**config.mk**
```make
export PLATFORM = sky130hd
export DESIGN_NAME = axi_default_slave
export DESIGN_NICKNAME = d
export VERILOG_FILES = /design/src/rtl/axi_pkg.sv /design/src/rtl/axi_default_slave_wr.sv /design/src/rtl/axi_default_slave.sv
export SDC_FILE = /design/constraint.sdc
export NUM_CORES = 1
export LEC_CHECK = 0
export BUFFER_PORTS_ARGS = -buffer_cell sky130_fd_sc_hd__buf_4
export CELL_PAD_IN_SITES_DETAIL_PLACEMENT = 1
export CELL_PAD_IN_SITES_GLOBAL_PLACEMENT = 2
export CORE_ASPECT_RATIO = 0.8
export CORE_MARGIN = 3
export CORE_UTILIZATION = 17
export DETAILED_ROUTE_END_ITERATION = 8
export GPL_ROUTABILITY_DRIVEN = 0
export PLACE_DENSITY_LB_ADDON = 0.1
export SLEW_MARGIN = 40
export SYNTH_ARGS = -nofsm -noshare
export SYNTH_HDL_FRONTEND = slang
export SYNTH_HIERARCHICAL = 1
export SYNTH_SLANG_ARGS = --single-unit
```
**constraint.sdc**
```tcl
create_clock -name AXI_CLK_i -period 2.8 [get_ports AXI_CLK_i]
set_clock_uncertainty 0.1 [all_clocks]
set_input_delay 0.42 -clock AXI_CLK_i [delete_from_list [all_inputs] [get_ports AXI_CLK_i]]
set_output_delay 0.42 -clock AXI_CLK_i [all_outputs]
set_load 0.005 [all_outputs]
```
**src/rtl/axi_pkg.sv**
```systemverilog
// Shared AXI constants and FSM state types for the default (DECERR) slave.
package axi_pkg;

   localparam int AXI_IDS_BITS  = 8;
   localparam int AXI_LEN_BITS  = 4;
   localparam int AXI_DATA_BITS = 32;
   localparam int AXI_STRB_BITS = AXI_DATA_BITS / 8;

   localparam logic [1:0] RESP_OKAY   = 2'b00;
   localparam logic [1:0] RESP_DECERR = 2'b11;

   typedef enum logic {
      R_IDLE,
      R_DATA
   } rd_state_e;

   typedef enum logic [1:0] {
      W_IDLE,
      W_DATA,
      W_RESP
   } wr_state_e;

endpackage

```
**src/rtl/axi_default_slave_wr.sv**
```systemverilog
// Write half of the default slave: accepts one AW, sinks W beats until WLAST,
// then answers with a single DECERR B response.
module axi_default_slave_wr
   import axi_pkg::*;
#(
   parameter int ID_W  = AXI_IDS_BITS,
   parameter int LEN_W = AXI_LEN_BITS
) (
   input  logic            i_clk,
   input  logic            i_rst_n,
   input  logic [ID_W-1:0] i_awid,
   input  logic [LEN_W-1:0] i_awlen,
   input  logic            i_awvalid,
   output logic            o_awready,
   input  logic            i_wlast,
   input  logic            i_wvalid,
   output logic            o_wready,
   output logic [ID_W-1:0] o_bid,
   output logic [1:0]      o_bresp,
   output logic            o_bvalid,
   input  logic            i_bready
);

   wr_state_e        r_state;
   logic [LEN_W-1:0] r_wcnt;
   logic [ID_W-1:0]  r_wid;
   logic             r_awready;
   logic             r_wready;
   logic             r_bvalid;
   logic [1:0]       r_bresp;

   always_ff @(posedge i_clk or negedge i_rst_n) begin
      if (!i_rst_n) begin
         r_state   <= W_IDLE;
         r_wcnt    <= '0;
         r_wid     <= '0;
         r_awready <= 1'b0;
         r_wready  <= 1'b0;
         r_bvalid  <= 1'b0;
         r_bresp   <= RESP_OKAY;
      end else begin
         case (r_state)
            W_IDLE: begin
               if (i_awvalid && r_awready) begin
                  r_state   <= W_DATA;
                  r_wid     <= i_awid;
                  r_wcnt    <= i_awlen;
                  r_awready <= 1'b0;
                  r_wready  <= 1'b1;
               end else begin
                  r_awready <= 1'b1;
               end
            end
            W_DATA: begin
               // WLAST alone ends the burst; the beat count only saturates so a
               // mismatched burst can never wedge the slave.
               if (i_wvalid) begin
                  if (r_wcnt != '0) begin
                     r_wcnt <= r_wcnt - 1'b1;
                  end
                  if (i_wlast) begin
                     r_state  <= W_RESP;
                     r_wready <= 1'b0;
                     r_bvalid <= 1'b1;
                     r_bresp  <= RESP_DECERR;
                  end
               end
            end
            W_RESP: begin
               if (i_bready) begin
                  r_state   <= W_IDLE;
                  r_bvalid  <= 1'b0;
                  r_bresp   <= RESP_OKAY;
                  r_awready <= 1'b1;
               end
            end
            default: r_state <= W_IDLE;
         endcase
      end
   end

   assign o_awready = r_awready;
   assign o_wready  = r_wready;
   assign o_bid     = r_wid;
   assign o_bresp   = r_bresp;
   assign o_bvalid  = r_bvalid;

endmodule

```
**src/rtl/axi_default_slave.sv**
```systemverilog
// Crossbar default slave: terminates every unmapped read and write with DECERR
// so the requesting master always gets a response. Read and write are independent.
module axi_default_slave
   import axi_pkg::*;
#(
   parameter int              ID_W       = AXI_IDS_BITS,
   parameter int              LEN_W      = AXI_LEN_BITS,
   parameter int              DATA_W     = AXI_DATA_BITS,
   parameter int              STRB_W     = AXI_STRB_BITS,
   parameter logic [DATA_W-1:0] RDATA_FILL = '0
) (
   input  logic              AXI_CLK_i,
   input  logic              AXI_RST_i,
   input  logic [ID_W-1:0]   ARID_i,
   input  logic [31:0]       ARADDR_i,
   input  logic [LEN_W-1:0]  ARLEN_i,
   input  logic [2:0]        ARSIZE_i,
   input  logic [1:0]        ARBURST_i,
   input  logic              ARVALID_i,
   output logic              ARREADY_o,
   output logic [ID_W-1:0]   RID_o,
   output logic [DATA_W-1:0] RDATA_o,
   output logic [1:0]        RRESP_o,
   output logic              RLAST_o,
   output logic              RVALID_o,
   input  logic              RREADY_i,
   input  logic [ID_W-1:0]   AWID_i,
   input  logic [31:0]       AWADDR_i,
   input  logic [LEN_W-1:0]  AWLEN_i,
   input  logic [2:0]        AWSIZE_i,
   input  logic [1:0]        AWBURST_i,
   input  logic              AWVALID_i,
   output logic              AWREADY_o,
   input  logic [DATA_W-1:0] WDATA_i,
   input  logic [STRB_W-1:0] WSTRB_i,
   input  logic              WLAST_i,
   input  logic              WVALID_i,
   output logic              WREADY_o,
   output logic [ID_W-1:0]   BID_o,
   output logic [1:0]        BRESP_o,
   output logic              BVALID_o,
   input  logic              BREADY_i
);

   // Address attributes and write payload carry no meaning for an error slave.
   logic w_unused_inputs;
   assign w_unused_inputs = ^{ARADDR_i, ARSIZE_i, ARBURST_i,
                              AWADDR_i, AWSIZE_i, AWBURST_i, WDATA_i, WSTRB_i};

   rd_state_e         r_rd_state;
   logic [LEN_W-1:0]  r_rcnt;
   logic [ID_W-1:0]   r_rid;
   logic              r_arready;
   logic              r_rvalid;
   logic              r_rlast;
   logic [DATA_W-1:0] r_rdata;
   logic [1:0]        r_rresp;

   always_ff @(posedge AXI_CLK_i or negedge AXI_RST_i) begin
      if (!AXI_RST_i) begin
         r_rd_state <= R_IDLE;
         r_rcnt     <= '0;
         r_rid      <= '0;
         r_arready  <= 1'b0;
         r_rvalid   <= 1'b0;
         r_rlast    <= 1'b0;
         r_rdata    <= '0;
         r_rresp    <= RESP_OKAY;
      end else begin
         case (r_rd_state)
            R_IDLE: begin
               if (ARVALID_i && r_arready) begin
                  r_rd_state <= R_DATA;
                  r_rid      <= ARID_i;
                  r_rcnt     <= ARLEN_i;
                  r_arready  <= 1'b0;
                  r_rvalid   <= 1'b1;
                  r_rlast    <= (ARLEN_i == '0);
                  r_rdata    <= RDATA_FILL;
                  r_rresp    <= RESP_DECERR;
               end else begin
                  r_arready  <= 1'b1;
               end
            end
            R_DATA: begin
               if (RREADY_i) begin
                  if (r_rlast) begin
                     r_rd_state <= R_IDLE;
                     r_arready  <= 1'b1;
                     r_rvalid   <= 1'b0;
                     r_rlast    <= 1'b0;
                     r_rdata    <= '0;
                     r_rresp    <= RESP_OKAY;
                  end else begin
                     // RLAST is registered, so it is set when one beat remains.
                     r_rcnt  <= r_rcnt - 1'b1;
                     r_rlast <= (r_rcnt == LEN_W'(1));
                  end
               end
            end
            default: r_rd_state <= R_IDLE;
         endcase
      end
   end

   assign ARREADY_o = r_arready;
   assign RID_o     = r_rid;
   assign RDATA_o   = r_rdata;
   assign RRESP_o   = r_rresp;
   assign RLAST_o   = r_rlast;
   assign RVALID_o  = r_rvalid;

   axi_default_slave_wr #(
      .ID_W  (ID_W),
      .LEN_W (LEN_W)
   ) u_wr (
      .i_clk     (AXI_CLK_i),
      .i_rst_n   (AXI_RST_i),
      .i_awid    (AWID_i),
      .i_awlen   (AWLEN_i),
      .i_awvalid (AWVALID_i),
      .o_awready (AWREADY_o),
      .i_wlast   (WLAST_i),
      .i_wvalid  (WVALID_i),
      .o_wready  (WREADY_o),
      .o_bid     (BID_o),
      .o_bresp   (BRESP_o),
      .o_bvalid  (BVALID_o),
      .i_bready  (BREADY_i)
   );

endmodule

```
==> qor.yml, run 1 <==
synthTopCellsByArea: "dfrtp_1 (45%), buf_4 (17%), mux2_4 (8.4%)"
n_antenna_cell: 0
cts_max_level: 2
die_y_microns: 93.09
initial_core_util_pct: 17.61
worst_hold_slack_ns: 0.2444
max-vdd-ir-drop_v: 0.0002165
p_leak_nw: 1.042
num_rows: 31
post_cts_buffers: 0
slew-limit-headroom_pct: 63.32
p_sw_mw: 0.6893
p_int_mw: 1.481
powerDensity_nw_per_um2: 1025
drv_cap: 0
power.total_mw: 2.170
worstPathArrival_ns: 1.76
setup_viol: 0
ios: 200
hold_buffers: 1
hold_viol: 0
cts_buffers: 5
ys_warn_count: 6
core_area_sq_um: 9154
hp-class: "input port to register"
pwr-share-seq_pct: 37.4
drive_above_1_share_pct: 41.54
end_kind: "register"
outcome: "completed"
insertion_delay_ns: 0.27
rsz0062_at_grt: "no"
overflow: 0
synth_flop_cell: "dfrtp_1"
clkPwrFrac_pct: 23.5
grtUsageTotal_pct: 7.941
finish.utilization_pct: 23.14
synth_edf_count: 0
grt_antenna_before_repair: 0
cp.required_ns: 2.86
place_inst: 301
wl_microns: 4077
finalCriticalPeriod_ns: 1.708
wl_per_cell_microns: 13.15
clockRootBuffer: "clkbuf_16"
multiInputGateArea_sq_um: 668.1
drtAntennaViolNets: 0
routed-via-count: 1134
firstDrtPassIters: 3
register_area_sq_um: 725.7
ys_seq_area_share_pct: 45.03
drc_errors: 0
syn_area_sq_um: 1612
finalCritPeriodShare_pct: 60.99
clkSinkCount: 29
drv_slew: 0
post-synth-top-area-fraction_pct: 45.03
dpl.hpwl_microns: 3015
worstPathMaxFanout: 18
synth_seq_cells: 29
netlist_instances: 141
viasPerCell: 3.658
power_frac_comb_pct: 39.1
critPathKind: "register to register"
fin_cells: 310
fin_tns_setup_ns: 0
die_area_sq_um: 10690
grt_max_degree: 30
n_fill_cell: 1057
async_flop_share_pct: 100.0
synth_top_cell_by_area: "dfrtp_1"
first_global_vias: 1212
clock_path_buffers: 2
synthToLayoutAreaGrowth_pct: 31.44
synth_most_common_cell: "buf_4"
nets: 338
syn_avg_cell_area_sq_um: 11.43
fmax_mhz: 585.6
tritoncts: "built"
grt_pass1_wl_microns: 6589
path_clk_slew_ns: 0.05
drt_iter0_drc: 21
worst_slew_pin_slew_ns: 0.5502
port_buffers: 53
synth.distinct_cells: 34
cts_resized: 0
synth_common_cells: "buf_4 (36), dfrtp_1 (29), nand2_1 (10)"
dieWidth_microns: 114.9
cp-start-kind: "register"
p_sw_share_pct: 31.76
## area by class of cell
| cell class | count | share of cell area [%] |
|---|---|---|
| Clock buffer | 6 | 6.084 |
| Clock inverter | 2 | 0.4725 |
| Inverter | 7 | 1.240 |
| Tap cell | 115 | 6.793 |
| Sequential cell | 29 | 34.26 |
| Timing Repair Buffer | 55 | 19.61 |
| Multi-Input combinational cell | 96 | 31.54 |
## logic make-up (layout without fill, tap and decap cells)
family	count (synthesis)	in the layout	synth area share [%]
and+or+nand+nor	32	32	12.81
adders and majority gates	2	2	1.553
AOI/OAI and AO/OA	13	13	5.669
other	1	32	0.2327
DFF	29	29	45.03
muxes	17	17	13.98
buffers and inverters	47	70	20.73
## critical path, cell delays in order (launching register included)
cell and delay [ns]:
dfrtp_1 0.58, nand3b_4 0.43, nand2_1 0.15, mux2_2 0.33
## per-stage QoR
step	instance area (sq um)	setup slack, ns
after CTS	2118	1.076
after global placement	1969	1.035
after floorplan	1728	1.402
final	2118	1.092
after global routing	2118	1.005
after detailed placement	1969	1.031
## power by group through the flow
stage / Clock [mW] / Sequential [mW] / Combinational [mW]
final: 0.510 / 0.811 / 0.849
after global routing: 0.561 / 0.851 / 0.943
after CTS: 0.536 / 0.816 / 0.872
after detailed placement: 0 / 0.816 / 0.866
after global placement: 0 / 0.799 / 0.846
after floorplan: 0 / 0.767 / 0.554
## placed cells by master, fill, tap and decap left out, types with 2 or more instances in the layout
cell type	instances
a21oi_1	2
buf_4	54
clkbuf_16	5
clkinv_2	2
conb_1	32
dfrtp_1	29
ha_1	2
inv_1	7
mux2_2	8
mux2_4	9
nand2_1	10
nand3_1	4
nand3b_1	3
nand4_1	2
nand4b_1	4
o21ai_0	2
## routing by layer
metal / GRT usage (%) / vias to the layer above / wire (microns)
met5: 0 / - / 0
met4: 2.933 / 0 / 66
met3: 2.070 / 5 / 310
met2: 13.01 / 58 / 1983
met1: 10.02 / 548 / 1717
li1: - / 523 / -
## path summary, 6_finish.rpt
check / start / to / slack [ns] / cells after the start
setup reg to reg: r_rd_state / RLAST_o / 1.09 / 3
hold reg to reg: RID_o[2] / RID_o[2] / 0.41 / 1
hold / removal: BREADY_i / u_wr/r_state[1] / 0.24 / 2
setup / recovery: r_rd_state / RLAST_o / 1.09 / 3
max in group asynchronous: AXI_RST_i / RID_o[4] / 1.78 / 2
min in group asynchronous: AXI_RST_i / RID_o[0] / 0.53 / 2
## registers in the layout, indices dropped and copies added (netlist names)
signal and count:
ARREADY_o 1, RID_o 8, RLAST_o 1, RRESP_o 1, r_rcnt 4, r_rd_state 1, u_wr/o_awready 1, u_wr/o_bid 8
u_wr/o_bresp 1, u_wr/o_wready 1, u_wr/r_state 2
No activity file was read; power rests on OpenSTA's default activity.
==> run 2, diff against run 1 <==
Settings changed: CORE_UTILIZATION 17 to 16.
Clock period 2.8 ns to 1.7 ns, I/O delays scaled along.
==> run 2 against run 1 <==
  * Count of clock-buffer cells in the layout is 1 higher
  * Clock power is 69% higher
  * Wire length decreased by 1.6%
  * Global-route usage is 0.90 points lower
  * Combinational power increased by 71%
  * Die area up 5.9%
  * Largest power group unchanged
==> qor.yml, run 2 (same netlist as run 1, synthesis figures left out) <==
fmax_mhz: 663.6
overflow: 0
rr_worst_depth: 3
powerDensity_nw_per_um2: 1665
p_leak_nw: 1.046
p_sw_share_pct: 30.66
drv_cap: 0
worst_slack_ns: 0.1930
viasPerCell: 3.453
synthToLayoutAreaGrowth_pct: 33.77
drc_errors: 0
cts_max_level: 2
critPathKind: "register to register"
first_global_vias: 1259
ios: 200
finalCriticalPeriod_ns: 1.507
rsz0062_at_grt: "no"
cts_resized: 0
wl_per_cell_microns: 12.12
place_ws_ns: 0.1900
cp.required_ns: 1.75
final_cell_mix: "buf_4 (55), conb_1 (32), dfrtp_1 (29)"
drv_slew: 0
drt_iter0_drc: 9
grt_pass1_wl_microns: 6417
place_inst: 323
cp-start-kind: "register"
wl_microns: 4012
p_sw_mw: 1.100
grtUsageTotal_pct: 7.044
outcome: "completed"
tritoncts: "built"
dieWidth_microns: 118.2
drive_above_1_share_pct: 41.54
power.total_mw: 3.589
worstPathArrival_ns: 1.56
power_frac_comb_pct: 40.3
finalCritPeriodShare_pct: 88.65
firstDrtPassIters: 3
fin_tns_setup_ns: 0
routed-via-count: 1143
clkPwrFrac_pct: 24.0
die_area_sq_um: 11320
insertion_delay_ns: 0.26
dpl.hpwl_microns: 3045
end_kind: "register"
port_buffers: 53
initial_core_util_pct: 16.56
final_common_cell: "buf_4"
clockRootBuffer: "clkbuf_16"
clkSinkCount: 29
grt_antenna_before_repair: 0
num_rows: 32
cts_buffers: 5
setup_viol: 0
die_y_microns: 95.77
core_area_sq_um: 9729
max-vdd-ir-drop_v: 0.0003757
path_clk_slew_ns: 0.05
p_int_mw: 2.489
clock_path_buffers: 2
fin_cells: 331
hp-class: "input port to register"
worstPathMaxFanout: 9
pwr-share-seq_pct: 35.7
n_fill_cell: 1131
n_antenna_cell: 0
grt_max_degree: 30
hold_viol: 0
nets: 339
finish.utilization_pct: 22.16
drtAntennaViolNets: 0
min_path_cells: 2
[run 2: cell count changes in the layout (fill, tap and decap cells not counted), sizes merged]
cell    delta
clkbuf     +1
buf        +1
clkinv     -2
[run 2: per-stage QoR]
step	instance area [sq um]	hold WS, ns
floorplan	1728	-0.1406
global placement	2003	0.1211
finish	2156	0.08553
global route	2156	0.08630
CTS	2156	0.08082
detailed placement	2003	0.1202
[run 2: cell type report]
class	instances	area (sq um)	area share, %
inverter	7	26.28	1.219
sequential	29	725.7	33.66
tap	136	170.2	7.893
clock buffer	7	142.6	6.616
multi-input combinational	96	668.1	30.99
timing repair buffer	56	422.9	19.62
[run 2: repair_timing]
action	4_1_cts	5_1_grt
buffers inserted	0	0
hold buffers	1	0
endpoints found under the hold margin	29	0
[run 2: final timing paths]
| path | start | end | slack, ns |
|---|---|---|---|
| setup / recovery | u_wr/r_state[1] | u_wr/o_bid[1] | 0.19 |
| hold / removal | BREADY_i | u_wr/r_state[1] | 0.09 |
| setup reg to reg | u_wr/r_state[1] | u_wr/o_bid[1] | 0.19 |
| hold reg to reg | u_wr/o_bid[1] | u_wr/o_bid[1] | 0.41 |
| max in group asynchronous | AXI_RST_i | u_wr/o_awready | 0.84 |
| min in group asynchronous | AXI_RST_i | RLAST_o | 0.37 |
[run 2: layer usage]
metal | wire length [microns] | share of wire (%) | up-vias | global-route usage [%]
met5 | 0 | 0 | - | 0
met4 | 40 | 1.0 | 0 | 2.341
met3 | 279 | 7.0 | 2 | 1.939
met2 | 2052 | 51 | 55 | 12.55
met1 | 1640 | 41 | 563 | 8.300
li1 | - | - | 523 | -
[run 2: power groups by stage]
stage,Combinational (mW),Sequential [mW],Clock [mW]
final,1.45,1.28,0.861
after global routing,1.60,1.34,0.940
after CTS,1.48,1.29,0.910
after detailed placement,1.47,1.30,0
after global placement,1.45,1.28,0
after floorplan,0.913,1.26,0
[run 2: critical path, cell delays in order (launching register included)]
cell and delay (ns):
dfrtp_1 0.42, nor3_2 0.26, buf_4 0.26, mux2_2 0.35
